===== src/rtl/wb_seq_pkg.sv =====
// Shared types and defaults for the sequential Wishbone master.
package wb_seq_pkg;

  typedef enum logic [1:0] {
    IDLE = 2'd0,
    BUS  = 2'd1,
    RSP  = 2'd2
  } state_t;

  localparam int TIMEOUT_DEFAULT = 255;
  localparam int STRIDE_DEFAULT  = 4;
  localparam int WAIT_W          = 8;   // per-beat ack wait counter
  localparam int BEAT_W          = 8;   // remaining-beat counter

endpackage


===== src/rtl/wb_seq_timeout.sv =====
// Per-beat ack wait counter: cleared while idle, counts while enabled,
// and flags expiry once it has waited TIMEOUT cycles.
module wb_seq_timeout
  import wb_seq_pkg::*;
#(
  parameter int TIMEOUT = TIMEOUT_DEFAULT
) (
  input  logic clk,
  input  logic rst_n,
  input  logic clr,
  input  logic en,
  output logic expired
);

  localparam logic [WAIT_W-1:0] LIMIT = WAIT_W'(TIMEOUT - 1);

  logic [WAIT_W-1:0] count;

  // Wait counter: clear has priority over increment.
  always_ff @(posedge clk or negedge rst_n) begin
    // NOTE: sequential state uses non-blocking assignments so every flop
    // samples pre-edge values regardless of statement order.
    if (!rst_n)      count <= '0;
    else if (clr)    count <= '0;
    else if (en)     count <= count + WAIT_W'(1);
  end

  assign expired = (count == LIMIT);

endmodule


===== src/rtl/wb_seq_master.sv =====
// Sequential Wishbone master: runs cmd_len single-beat classic cycles at
// STRIDE-spaced addresses and returns one response per beat.
module wb_seq_master
  import wb_seq_pkg::*;
#(
  parameter int TIMEOUT = TIMEOUT_DEFAULT,
  parameter int STRIDE  = STRIDE_DEFAULT
) (
  input  logic        clk,
  input  logic        rst_n,
  input  logic        cmd_valid,
  output logic        cmd_ready,
  input  logic        cmd_we,
  input  logic [31:0] cmd_addr,
  input  logic [31:0] cmd_wdata,
  input  logic [3:0]  cmd_sel,
  input  logic [7:0]  cmd_len,
  output logic        rsp_valid,
  input  logic        rsp_ready,
  output logic [31:0] rsp_data,
  output logic        rsp_err,
  output logic        rsp_last,
  output logic        busy,
  output logic        wbm_cyc_o,
  output logic        wbm_stb_o,
  output logic        wbm_we_o,
  output logic [3:0]  wbm_sel_o,
  output logic [31:0] wbm_adr_o,
  output logic [31:0] wbm_dat_o,
  input  logic [31:0] wbm_dat_i,
  input  logic        wbm_ack_i
);

  localparam logic [31:0] STRIDE_W = 32'(STRIDE);

  state_t            state_q, state_d;
  logic              ready_q;
  logic [31:0]       addr_q;
  logic [31:0]       wdata_q;
  logic [3:0]        sel_q;
  logic              we_q;
  logic [BEAT_W-1:0] beats_q;
  logic [31:0]       rsp_data_q;
  logic              rsp_err_q;

  logic in_bus, in_rsp, accept, bus_ack, bus_expire, last_w, expired;

  assign in_bus     = (state_q == BUS);
  assign in_rsp     = (state_q == RSP);
  assign cmd_ready  = ready_q && (state_q == IDLE);
  assign accept     = cmd_valid && cmd_ready;
  assign bus_ack    = in_bus && wbm_ack_i;
  // Ack beats a simultaneous expiry.
  assign bus_expire = in_bus && !wbm_ack_i && expired;
  assign last_w     = in_rsp && ((beats_q == BEAT_W'(1)) || rsp_err_q);

  wb_seq_timeout #(.TIMEOUT(TIMEOUT)) u_timeout (
    .clk     (clk),
    .rst_n   (rst_n),
    .clr     (!in_bus),
    .en      (in_bus && !wbm_ack_i),
    .expired (expired)
  );

  // State register.
  always_ff @(posedge clk or negedge rst_n) begin
    if (!rst_n) state_q <= IDLE;
    else        state_q <= state_d;
  end

  // Next-state logic.
  always_comb begin
    // NOTE: default first so every path assigns state_d and no latch forms.
    state_d = state_q;
    unique case (state_q)
      IDLE:    if (accept) state_d = BUS;
      BUS:     if (bus_ack || bus_expire) state_d = RSP;
      RSP:     if (rsp_ready) state_d = last_w ? IDLE : BUS;
      default: state_d = IDLE;
    endcase
  end

  // cmd_ready stays low through reset and rises on the first edge after it.
  always_ff @(posedge clk or negedge rst_n) begin
    if (!rst_n) ready_q <= 1'b0;
    else        ready_q <= 1'b1;
  end

  // Command registers, beat bookkeeping and response capture.
  always_ff @(posedge clk or negedge rst_n) begin
    if (!rst_n) begin
      addr_q     <= '0;
      wdata_q    <= '0;
      sel_q      <= '0;
      we_q       <= 1'b0;
      beats_q    <= '0;
      rsp_data_q <= '0;
      rsp_err_q  <= 1'b0;
    end else begin
      if (accept) begin
        addr_q    <= cmd_addr;
        wdata_q   <= cmd_wdata;
        sel_q     <= cmd_sel;
        we_q      <= cmd_we;
        beats_q   <= (cmd_len == 8'd0) ? BEAT_W'(1) : cmd_len;
        rsp_err_q <= 1'b0;
      end
      if (bus_ack) begin
        rsp_data_q <= we_q ? 32'd0 : wbm_dat_i;
        rsp_err_q  <= 1'b0;
      end else if (bus_expire) begin
        rsp_data_q <= 32'd0;
        rsp_err_q  <= 1'b1;
      end
      if (in_rsp && rsp_ready && !last_w) begin
        beats_q <= beats_q - BEAT_W'(1);
        addr_q  <= addr_q + STRIDE_W;
      end
    end
  end

  assign busy      = (state_q != IDLE);
  assign wbm_cyc_o = in_bus;
  assign wbm_stb_o = in_bus;
  assign wbm_we_o  = we_q;
  assign wbm_sel_o = sel_q;
  assign wbm_adr_o = addr_q;
  assign wbm_dat_o = wdata_q;
  assign rsp_valid = in_rsp;
  assign rsp_data  = rsp_data_q;
  assign rsp_err   = in_rsp && rsp_err_q;
  assign rsp_last  = last_w;

endmodule


===== config.mk =====
export PLATFORM = sky130hd
export DESIGN_NAME = wb_seq_master
export DESIGN_NICKNAME = d
export VERILOG_FILES = /design/src/rtl/wb_seq_pkg.sv /design/src/rtl/wb_seq_timeout.sv /design/src/rtl/wb_seq_master.sv
export SDC_FILE = /design/constraint.sdc
export NUM_CORES = 1
export LEC_CHECK = 0
export CORE_MARGIN = 1.5
export CORE_UTILIZATION = 40
export DETAILED_ROUTE_END_ITERATION = 12
export PLACE_DENSITY = 0.75
export SLEW_MARGIN = 15
export SYNTH_ARGS = -nofsm -noshare
export SYNTH_HDL_FRONTEND = slang
export SYNTH_SLANG_ARGS = --single-unit

===== constraint.sdc =====
create_clock -name clk -period 5.45 [get_ports clk]
set_input_delay 1.09 -clock clk [delete_from_list [all_inputs] [get_ports clk]]
set_output_delay 1.09 -clock clk [all_outputs]
set_load 0.01 [all_outputs]

==> metrics.md, run 1 <==
| Metric | Value |
|---|---|
| Final HPWL DP | 11.1 mm |
| Post-synth top cells | nand2_1 (166), dfrtp_1 (121), a22o_1 (32), nand3_1 (30) |
| Remaining Overflow, GRT | 0 |
| Via count | 5,120 |
| First-pass GRT wire length | around 25 mm |
| Syn Inst Count | 555 |
| Psw | 1.55 mW |
| Ports | 222 |
| Largest area contributor in the netlist | dfrtp_1 |
| Synth Net Count | 674 |
| Clock-pin slew on the worst setup and hold paths | 0.05 ns |
| Root buf cell | clkbuf_16 |
| Total power | 4.62 mW |
| Drt pass-1 iters | 4 |
| # diodes | 0 |
| Ys flop type | dfrtp_1 |
| Crit path cell chain | inv_1 > ha_1 > nor4b_2 > a21oi_1 > nor2_1 > clkdlybuf4s50_1 |
| RSZ-0062 raised after global routing | no |
| ANT nets after route | 0 |
| Synthesized area per cell | 9.80 um2 |
| Largest net degree at the start of global routing | 84 |
| Post-detailed-routing wire length | around 16 mm |
| Vert. Die Dim | approximately 120 um |
| Yosys top cell area share | 55.6% |
| Hold Buf Count CTS | 0 |
| Chip width | 120 um |
| Slew of the pin with the lowest slew margin | 1.03 ns |
| Finish-stage setup viols | 0 |
| Count of pins over their slew limit | 0 |
| CTS Buf Count | 17 |
| Post-route cell area | roughly 0.0084 mm2 |
| Peak VDD IR | 0.000242 V |
| Final Hold Viols | 0 |
| # Post-CTS Setup Buffers | 0 |
| Worst setup EP type | output pin |
| Critical path startpoint category | register |
| Cts repair resizes | 0 |
| CTS tree | done |
| Drc violations | 0 |
| CORE AREA | 0.0132 mm2 |
| Sequential cell area fraction in the yosys report | 55.6% |
| # rows | 42 |
| Critical-path top delay cell | clkdlybuf4s50_1 |
| Clk buf depth | 2 |
| Crit path time final | roughly 3.3 ns |
| Finished Core Util | 63.3% |
| CP Data Arrival Time | about 2.3 ns |
| Htree depth | 4 |
| Routed WL per cell | 16.6 um |
| Setup TNS | 0 ns |
| Critical Path Fanout Max | 3 |
| Vias in the first global route | 5,054 |
| Cell variety after synth | 54 |
| DR iter-0 viols | 275 |
| Fin nets | 888 |
| Die ar. | 0.0143 mm2 |
| Hold/Removal Path Class | register to register |
| Placed Instances | between 900 and 1k |
| Sequential share of power | a little over a third |
| Type of the worst setup path | register to output pin |
| Seq cells post-synth | 121 |
| Sw Ratio | between 30% and 40% |
| CTS Sinks | 121 |
| Maxcap violations | 0 |
| Clock share of power | 24.7% |
| Total GRT Usage | 22.2% |
| Leak Pwr | around 3.6 nW |
| Synthesized area | 0.00544 mm2 |
| Area grow syn2layout | 54.1% |
| EDFF count, synth | 0 |
| Slowest stage delay, CP | 0.56 ns |
| Largest cells by area after synthesis | dfrtp_1 (56%), nand2_1 (11%), a22o_1 (5.2%) |
| Initial core utilization | 41.1% |
| Share of synthesized registers carrying an async set or reset | 100% |
| Max Fclk | 299 MHz |
| Internal cell power | 3.07 mW |
| Share of cells above drive strength 1 | 6.53% |
| Avg Vias per Cell | roughly 5.4 |
| Top-count cell post-synth | nand2_1 |
| Placed Area | between 0.007 and 0.008 mm2 |
| Slew margin rel. | a little under a third |
| Synth warnings | 0 |
| Global placer's final weighted congestion | between 0.8 and 0.9 |
| Clock Latency Late Sink | 0.41 ns |
| Combinational power share | 39.5% |
| Worst-case clock skew | approximately 0.009 ns |
| Pwr Density | 551 mW/mm2 |
| Critical Path RT | between 4 and 5 ns |
| Antenna violations before repair | 0 |
| # port buffers | between 200 and 250 |
| Non-Filler Instances | 957 |
| Final period utilization | 61.4% |
| Status | complete, no violations |
stage by stage:
stage	hold WS [ns]	worst slack (ns)
after floorplan	0.501	3.13
after global placement	0.457	2.13
after detailed placement	0.466	2.08
after CTS	0.480	2.06
after global routing	0.507	1.98
final	0.474	2.10
logic make-up (layout without fill, tap and decap cells):
| family | count (synthesis) | in the layout | share of synthesized area (%) |
|---|---|---|---|
| AOI/OAI and AO/OA | 107 | 107 | 15.5 |
| xor gates and xnor gates | 6 | 6 | 0.966 |
| and+or+nand+nor | 275 | 275 | 23.4 |
| buffers and inverters | 40 | 266 | 3.24 |
| DFF | 121 | 121 | 55.6 |
| adders and majority gates | 5 | 5 | 1.15 |
| other | 1 | 1 | 0.0689 |
critical path, delay by kind of cell, from the launching register on:
kind,cells,cell delay [ns]
flip-flops,1,0.39
adder cells (fa/ha/maj),1,0.19
AND/OR/NAND/NOR,2,0.50
buffers and inverters,2,0.65
AO/OA/AOI/OAI,1,0.12
area by class of cell:
type                       count  area [um2]
sequential                   121        3030
inverter                      11        41.3
tap                          176         220
clock buffer                  23         488
multi-input combinational    394        2260
timing repair buffer         224        2230
clock inverter                 8         118
fill                        1119        4860
layout by cell type, fill, tap and decap left out, drive strengths merged, types with 2 or more instances in the layout:
| master | count |
|---|---|
| clkdlybuf4s50 | 220 |
| nand2 | 166 |
| dfrtp | 121 |
| a22o | 32 |
| nand3 | 32 |
| o211ai | 24 |
| nor2 | 23 |
| clkbuf | 23 |
| nand4 | 16 |
| o311ai | 12 |
| a21oi | 11 |
| inv | 11 |
| o21ai | 11 |
| nor3 | 9 |
| nor4 | 6 |
| xor2 | 5 |
| ha | 5 |
| and3 | 4 |
| or3 | 4 |
| clkinv | 4 |
| buf | 4 |
| and2 | 4 |
| a21o | 3 |
| a221o | 3 |
| a22oi | 3 |
| bufinv | 3 |
| nand2b | 2 |
| o31ai | 2 |
worst paths after layout:
| path | from | end | slack, ns | depth (start not counted) |
|---|---|---|---|---|
| hold reg to reg | wbm_dat_o[29]$_DFFE_PN0P_ | wbm_dat_o[29]$_DFFE_PN0P_ | 0.47 | 2 |
| min in group asynchronous | rst_n | rsp_data[23]$_DFFE_PN0P_ | 0.86 | 1 |
| hold / removal | wbm_dat_o[29]$_DFFE_PN0P_ | wbm_dat_o[29]$_DFFE_PN0P_ | 0.47 | 2 |
| setup reg to reg | beats_q[1]$_DFFE_PN0P_ | wbm_adr_o[26]$_DFFE_PN0P_ | 3.06 | 7 |
| setup / recovery | beats_q[1]$_DFFE_PN0P_ | rsp_last | 2.10 | 6 |
| max in group asynchronous | rst_n | beats_q[1]$_DFFE_PN0P_ | 3.47 | 2 |
registers in the layout (all words and copies together), names as in the netlist:
register,flops
ready_q,1
wbm_sel_o,4
wbm_adr_o,32
wbm_we_o,1
rsp_err_q,1
rsp_data,32
u_timeout.count,8
state_q,2
wbm_dat_o,32
beats_q,8
power groups by stage:
stage	Clock [mW]	Combinational (mW)	Sequential, mW
after global routing	1.20	1.97	1.71
after detailed placement	0	1.84	1.65
after floorplan	0	0.662	1.76
after CTS	1.16	1.84	1.65
after global placement	0	1.78	1.63
final	1.14	1.83	1.65
metal layers:
layer / track usage, % / part of all wire (%) / vias to the layer above
li1: - / - / 2399
met1: 29.4 / 43 / 2491
met2: 35.9 / 49 / 197
met3: 4.42 / 6.2 / 33
met4: 9.00 / 2.2 / 0
met5: 0 / 0 / -
Power figures use the tool's default switching activity.
==> inputs of run 2 (changes only) <==
clock period = 3.35 ns   (was 5.45 ns; I/O delays follow)
==> metrics.md, run 2 (synthesized netlist as in run 1, its figures left out) <==
| Metric | Value |
|---|---|
| Drt pass-1 iters | 6 (was 4) |
| Post-detailed-routing wire length | 15.6 mm (was 15.9 mm) |
| Clock Latency Late Sink | 0.40 ns (was 0.41 ns) |
| Most frequent cells in the layout | clkdlybuf4s50_1 (220), nand2_1 (165), dfrtp_1 (121), a22o_1 (32), nand3_1 (30) (unchanged) |
| Avg Vias per Cell | 5.34 (was 5.35) |
| Critical-path top delay cell | clkdlybuf4s50_1 (unchanged) |
| CORE AREA | 0.0132 mm2 (unchanged) |
| Ports | 222 (unchanged) |
| Die ar. | 0.0143 mm2 (unchanged) |
| Critical Path Fanout Max | 3 (unchanged) |
| Sw Ratio | 33.6% (was 33.5%) |
| Placed Instances | 930 (was 926) |
| Worst-case clock skew | 0.00778 ns (was 0.00903 ns) |
| Largest net degree at the start of global routing | 77 (was 84) |
| # rows | 42 (unchanged) |
| Non-Filler Instances | 962 (was 957) |
| Clk buf depth | 2 (unchanged) |
| # port buffers | 221 (unchanged) |
| Root buf cell | clkbuf_16 (unchanged) |
| Slew margin rel. | 36.5% (was 31.5%) |
| Sequential share of power | 36.1% (was 35.8%) |
| Internal cell power | 4.96 mW (was 3.07 mW) |
| Hold/Removal Path Class | input port to async pin (was register to register) |
| Clock-pin slew on the worst setup and hold paths | 0.05 ns (about the same) |
| Count of pins over their slew limit | 0 (unchanged) |
| Critical Path RT | 2.68 ns (was 4.36 ns) |
| Post-route cell area | 0.00841 mm2 (was 0.00839 mm2) |
| Routed WL per cell | 16.2 um (was 16.6 um) |
| Cts repair resizes | 0 (unchanged) |
| CTS Sinks | 121 (unchanged) |
| Share of cells above drive strength 1 | 7.00% (was 6.53%) |
| DR iter-0 viols | 391 (was 275) |
| CTS Buf Count | 17 (unchanged) |
| Crit path cell chain | inv_1 > ha_1 > nor4b_2 > a21oi_1 > nor2_1 > clkdlybuf4s50_1 (unchanged) |
| Total power | 7.46 mW (was 4.62 mW) |
| Slowest stage delay, CP | 0.57 ns (was 0.56 ns) |
| Maxcap violations | 0 (unchanged) |
| Drc violations | 0 (unchanged) |
| Final HPWL DP | 11.3 mm (was 11.1 mm) |
| Peak VDD IR | 0.000458 V (was 0.000242 V) |
| Setup TNS | 0 ns (unchanged) |
| Antenna violations before repair | 0 (unchanged) |
| Slew of the pin with the lowest slew margin | 0.949 ns (was 1.03 ns) |
| # Post-CTS Setup Buffers | 0 (unchanged) |
| Combinational power share | 39.9% (was 39.5%) |
| Htree depth | 4 (unchanged) |
| Filler instances | 1,114 (was 1,119) |
| Status | complete, no violations (unchanged) |
| Finish-stage setup viols | 0 (unchanged) |
| Hold Buf Count CTS | 0 (unchanged) |
| Most common cell after layout, fill and taps aside | clkdlybuf4s50_1 (unchanged) |
| First-pass GRT wire length | 25.7 mm (was 25.2 mm) |
| Critical path startpoint category | register (unchanged) |
| Fin nets | 892 (was 888) |
| Placed Area | 0.00781 mm2 (was 0.00778 mm2) |
| Area grow syn2layout | 54.5% (was 54.1%) |
| Clock share of power | 24.0% (was 24.7%) |
| Chip width | 120 um (unchanged) |
| Worst setup EP type | output pin (unchanged) |
| Final period utilization | between 80 and 90% |
| Type of the worst setup path | register to output pin (unchanged) |
| Initial core utilization | 41.1% (unchanged) |
| RSZ-0062 raised after global routing | no (unchanged) |
| ANT nets after route | 0 (unchanged) |
| Via count | 5,136 (was 5,120) |
| Global placer's final weighted congestion | 0.865 (was 0.826) |
| Crit path time final | 2.91 ns |
| Final Hold Viols | 0 (unchanged) |
| # diodes | 0 (unchanged) |
| Psw | 2.50 mW (was 1.55 mW) |
| Max Fclk | 343 MHz |
| Leak Pwr | 3.66 nW (was 3.64 nW) |
| CP Data Arrival Time | 2.24 ns (was 2.26 ns) |
| Pwr Density | 888 mW/mm2 (was 551 mW/mm2) |
| Remaining Overflow, GRT | 0 (unchanged) |
| CTS tree | done (unchanged) |
| Total GRT Usage | 22.4% (was 22.2%) |
| Vias in the first global route | 5,081 (was 5,054) |
| Vert. Die Dim | 120 um (unchanged) |
run 2: worst paths after layout:
check / end / slack [ns] / from / depth (start not counted)
max: rsp_last / 0.44 / beats_q[1]$_DFFE_PN0P_ / 6
min: rsp_data[21]$_DFFE_PN0P_ / 0.35 / rst_n / 1
max reg2reg: wbm_adr_o[29]$_DFFE_PN0P_ / 1.09 / wbm_adr_o[7]$_DFFE_PN0P_ / 5
min reg2reg: wbm_dat_o[10]$_DFFE_PN0P_ / 0.47 / wbm_dat_o[10]$_DFFE_PN0P_ / 2
max in group asynchronous: wbm_dat_o[24]$_DFFE_PN0P_ / 2.25 / rst_n / 2
min in group clk: wbm_dat_o[10]$_DFFE_PN0P_ / 0.47 / wbm_dat_o[10]$_DFFE_PN0P_ / 2
run 2: critical path, delay by kind of cell (launching register included):
| kind | cells | cell delay (ns) |
|---|---|---|
| buffers and inverters | 2 | 0.66 |
| adder cells (fa/ha/maj) | 1 | 0.19 |
| AND/OR/NAND/NOR | 2 | 0.46 |
| flip-flops | 1 | 0.39 |
| AO/OA/AOI/OAI | 1 | 0.14 |
run 2: final cells by class:
cell class	count	area [um2]	share of cell area, %
timing repair buffer	228	2270	27.1
inverter	11	41.3	0.491
clock inverter	7	88.8	1.06
tap	176	220	2.62
clock buffer	25	505	6.01
multi-input combinational	394	2250	26.7
sequential	121	3030	36.0
run 2: metrics by stage:
stage          setup WS [ns]  util (%)  hold slack, ns
6_report               0.437      63.5           0.351
5_1_grt                0.284      63.5           0.403
4_1_cts                0.410      63.5           0.362
3_5_place_dp           0.677      59.0           0.464
3_3_place_gp           0.720      59.0           0.457
2_1_floorplan           1.45         -           0.374
run 2: routing by layer:
metal | up-vias | share of wire [%] | track usage (%)
met3 | 18 | 6.3 | 4.66
li1 | 2403 | - | -
met1 | 2497 | 43 | 30.1
met5 | - | 0 | 0
met4 | 0 | 1.6 | 8.11
met2 | 218 | 49 | 36.0
run 2: power by group through the flow:
| stage | logic [mW] | clock network, mW | registers (mW) |
|---|---|---|---|
| after global placement | 2.93 | 0 | 2.65 |
| after floorplan | 1.08 | 0 | 2.86 |
| final | 2.98 | 1.79 | 2.69 |
| after CTS | 3.01 | 1.83 | 2.68 |
| after global routing | 3.23 | 1.90 | 2.79 |
| after detailed placement | 3.01 | 0 | 2.69 |
==> inputs of run 3 (changes only) <==
GPL_ROUTABILITY_DRIVEN = 0   (was default)
PLACE_DENSITY = default   (was 0.75)
PLACE_DENSITY_LB_ADDON = 0.12   (was default)
==> metrics.md, run 3 (synthesized netlist as in run 1, its figures left out) <==
| Metric | Value |
|---|---|
| First-pass GRT wire length | 25.8 mm (was 25.7 mm) |
| Share of cells above drive strength 1 | 7.12% (was 7.00%) |
| Critical path startpoint category | register (unchanged) |
| Drt pass-1 iters | 5 (was 6) |
| RSZ-0062 raised after global routing | no (unchanged) |
| Worst setup EP type | output pin (unchanged) |
| Fin nets | 893 (was 892) |
| # Post-CTS Setup Buffers | 0 (unchanged) |
| Clock-pin slew on the worst setup and hold paths | 0.05 ns (about the same) |
| # rows | 42 (unchanged) |
| Vert. Die Dim | 120 um (unchanged) |
| Total power | 7.43 mW (was 7.46 mW) |
| Flop-to-flop setup slack | 1.07 ns (was 1.09 ns) |
| Buffers and inverters on the worst path | 2 (unchanged) |
| Routed WL per cell | 16.5 um (was 16.2 um) |
| Hold Buf Count CTS | 0 (unchanged) |
| Chip width | 120 um (unchanged) |
| Slew of the pin with the lowest slew margin | 0.867 ns (was 0.949 ns) |
| Placed Area | 0.00782 mm2 (was 0.00781 mm2) |
| Avg Vias per Cell | 5.32 (was 5.34) |
| Internal cell power | 4.91 mW (was 4.96 mW) |
| Via count | 5,122 (was 5,136) |
| Status | complete, no violations (unchanged) |
| Post-detailed-routing wire length | 15.9 mm (was 15.6 mm) |
| CP Data Arrival Time | 2.27 ns (was 2.24 ns) |
| Finish-stage setup viols | 0 (unchanged) |
| Setup TNS | 0 ns (unchanged) |
| Largest net degree at the start of global routing | 77 (unchanged) |
| DR iter-0 viols | 313 (was 391) |
| Final period utilization | 87.7% (was 86.9%) |
| Max Fclk | 340 MHz (was 343 MHz) |
| Clk buf depth | 2 (unchanged) |
| Sw Ratio | 33.9% (was 33.6%) |
| Worst hold slack | 0.337 ns (was 0.351 ns) |
| CP top delay family | buffers and inverters (unchanged) |
| Slowest stage delay, CP | 0.57 ns (about the same) |
| Final HPWL DP | 11.2 mm (was 11.3 mm) |
| Critical Path Fanout Max | 3 (unchanged) |
| Count of pins over their slew limit | 0 (unchanged) |
| Area grow syn2layout | 54.2% (was 54.5%) |
| Combinational power share | 40.1% (was 39.9%) |
| Clock Latency Late Sink | 0.41 ns (was 0.40 ns) |
| Remaining Overflow, GRT | 0 (unchanged) |
| Worst-case clock skew | 0.00874 ns (was 0.00778 ns) |
| Worst Setup EP | rsp_last (unchanged) |
| Antenna violations before repair | 0 (unchanged) |
| Pwr Density | 886 mW/mm2 (was 888 mW/mm2) |
| R2r endpoint | wbm_adr_o[29]$_DFFE_PN0P_ (unchanged) |
| Most common cell after layout, fill and taps aside | clkdlybuf4s50_1 (unchanged) |
| Leak Pwr | 3.65 nW (was 3.66 nW) |
| Cts repair resizes | 0 (unchanged) |
| Die ar. | 0.0143 mm2 (unchanged) |
| Root buf cell | clkbuf_16 (unchanged) |
| Crit path cell chain | inv_1 > ha_1 > nor4b_2 > a21oi_1 > nor2_1 > clkdlybuf4s50_1 (unchanged) |
| # port buffers | 221 (unchanged) |
| CORE AREA | 0.0132 mm2 (unchanged) |
| Hold/Removal Path Class | input port to async pin (unchanged) |
| Crit path time final | 2.94 ns (was 2.91 ns) |
| CTS Sinks | 121 (unchanged) |
| Htree depth | 4 (unchanged) |
| Clock share of power | 23.7% (was 24.0%) |
| Type of the worst setup path | register to output pin (unchanged) |
| Vias in the first global route | 5,183 (was 5,081) |
| Peak VDD IR | 0.000425 V (was 0.000458 V) |
| Initial core utilization | 41.1% (unchanged) |
| # diodes | 0 (unchanged) |
| Critical-path top delay cell | clkdlybuf4s50_1 (unchanged) |
| ANT nets after route | 0 (unchanged) |
| Slew margin rel. | 42.0% (was 36.5%) |
| Total GRT Usage | 22.7% (was 22.4%) |
| R2R depth | 5 (unchanged) |
| CTS tree | done (unchanged) |
| CTS Buf Count | 17 (unchanged) |
| Maxcap violations | 0 (unchanged) |
| Final Hold Viols | 0 (unchanged) |
| Post-route cell area | 0.00839 mm2 (was 0.00841 mm2) |
| Finished Core Util | 63.4% (was 63.5%) |
| Psw | 2.52 mW (was 2.50 mW) |
| Drc violations | 0 (unchanged) |
| Worst path depth | 6 (unchanged) |
| Most frequent cells in the layout | clkdlybuf4s50_1 (220), nand2_1 (165), dfrtp_1 (121), a22o_1 (32), nand3_1 (30) (unchanged) |
| Reg2reg start | wbm_adr_o[7]$_DFFE_PN0P_ (unchanged) |
| Critical Path RT | 2.68 ns (about the same) |
| Sequential share of power | 36.2% (was 36.1%) |
| Worst setup startpoint | beats_q[1]$_DFFE_PN0P_ (unchanged) |
| Ports | 222 (unchanged) |
run 3: cell types whose count changed in the layout (fill, tap and decap cells not counted), sizes merged:
cell,delta
clkbuf,-3
clkinvlp,+1
buf,+1
clkinv,+1
run 3: power by group through the flow:
stage	Clock (mW)	Sequential, mW	Combinational (mW)
finish	1.76	2.69	2.98
global route	1.86	2.78	3.24
CTS	1.79	2.68	3.01
detailed placement	0	2.68	3.00
global placement	0	2.66	2.93
floorplan	0	2.86	1.08
run 3: how the worst min path moves through the flow:
stage / from / end / slack [ns] / cells past startpoint
6_report: rst_n / wbm_dat_o[5]$_DFFE_PN0P_ / 0.34 / 1
3_3_place_gp: wbm_dat_o[26]$_DFFE_PN0P_ / wbm_dat_o[26]$_DFFE_PN0P_ / 0.46 / 2
4_1_cts: rst_n / wbm_dat_o[5]$_DFFE_PN0P_ / 0.36 / 1
3_5_place_dp: wbm_dat_o[10]$_DFFE_PN0P_ / wbm_dat_o[10]$_DFFE_PN0P_ / 0.47 / 2
5_1_grt: rst_n / wbm_adr_o[0]$_DFFE_PN0P_ / 0.40 / 1
2_1_floorplan: rst_n / beats_q[0]$_DFFE_PN0P_ / 0.37 / 0
run 3: layout make-up:
type / count / area, um2
tap: 176 / 220
fill: 1110 / 4850
inverter: 11 / 41.3
clock buffer: 22 / 474
timing repair buffer: 229 / 2280
sequential: 121 / 3030
clock inverter: 9 / 97.6
multi-input combinational: 394 / 2250
run 3: per-layer routing:
layer / vias up / track usage, % / routed length, um
li1: 2409 / - / -
met1: 2472 / 29.6 / 6800
met2: 204 / 35.5 / 7500
met3: 37 / 6.46 / 1100
met4: 0 / 9.45 / 469
met5: - / 0 / 0
run 3: through the flow:
stage          cells  setup WS (ns)
2_1_floorplan    555           1.45
3_3_place_gp     931          0.714
3_5_place_dp     931          0.659
4_1_cts          962          0.389
5_1_grt          962          0.307
6_report         962          0.412
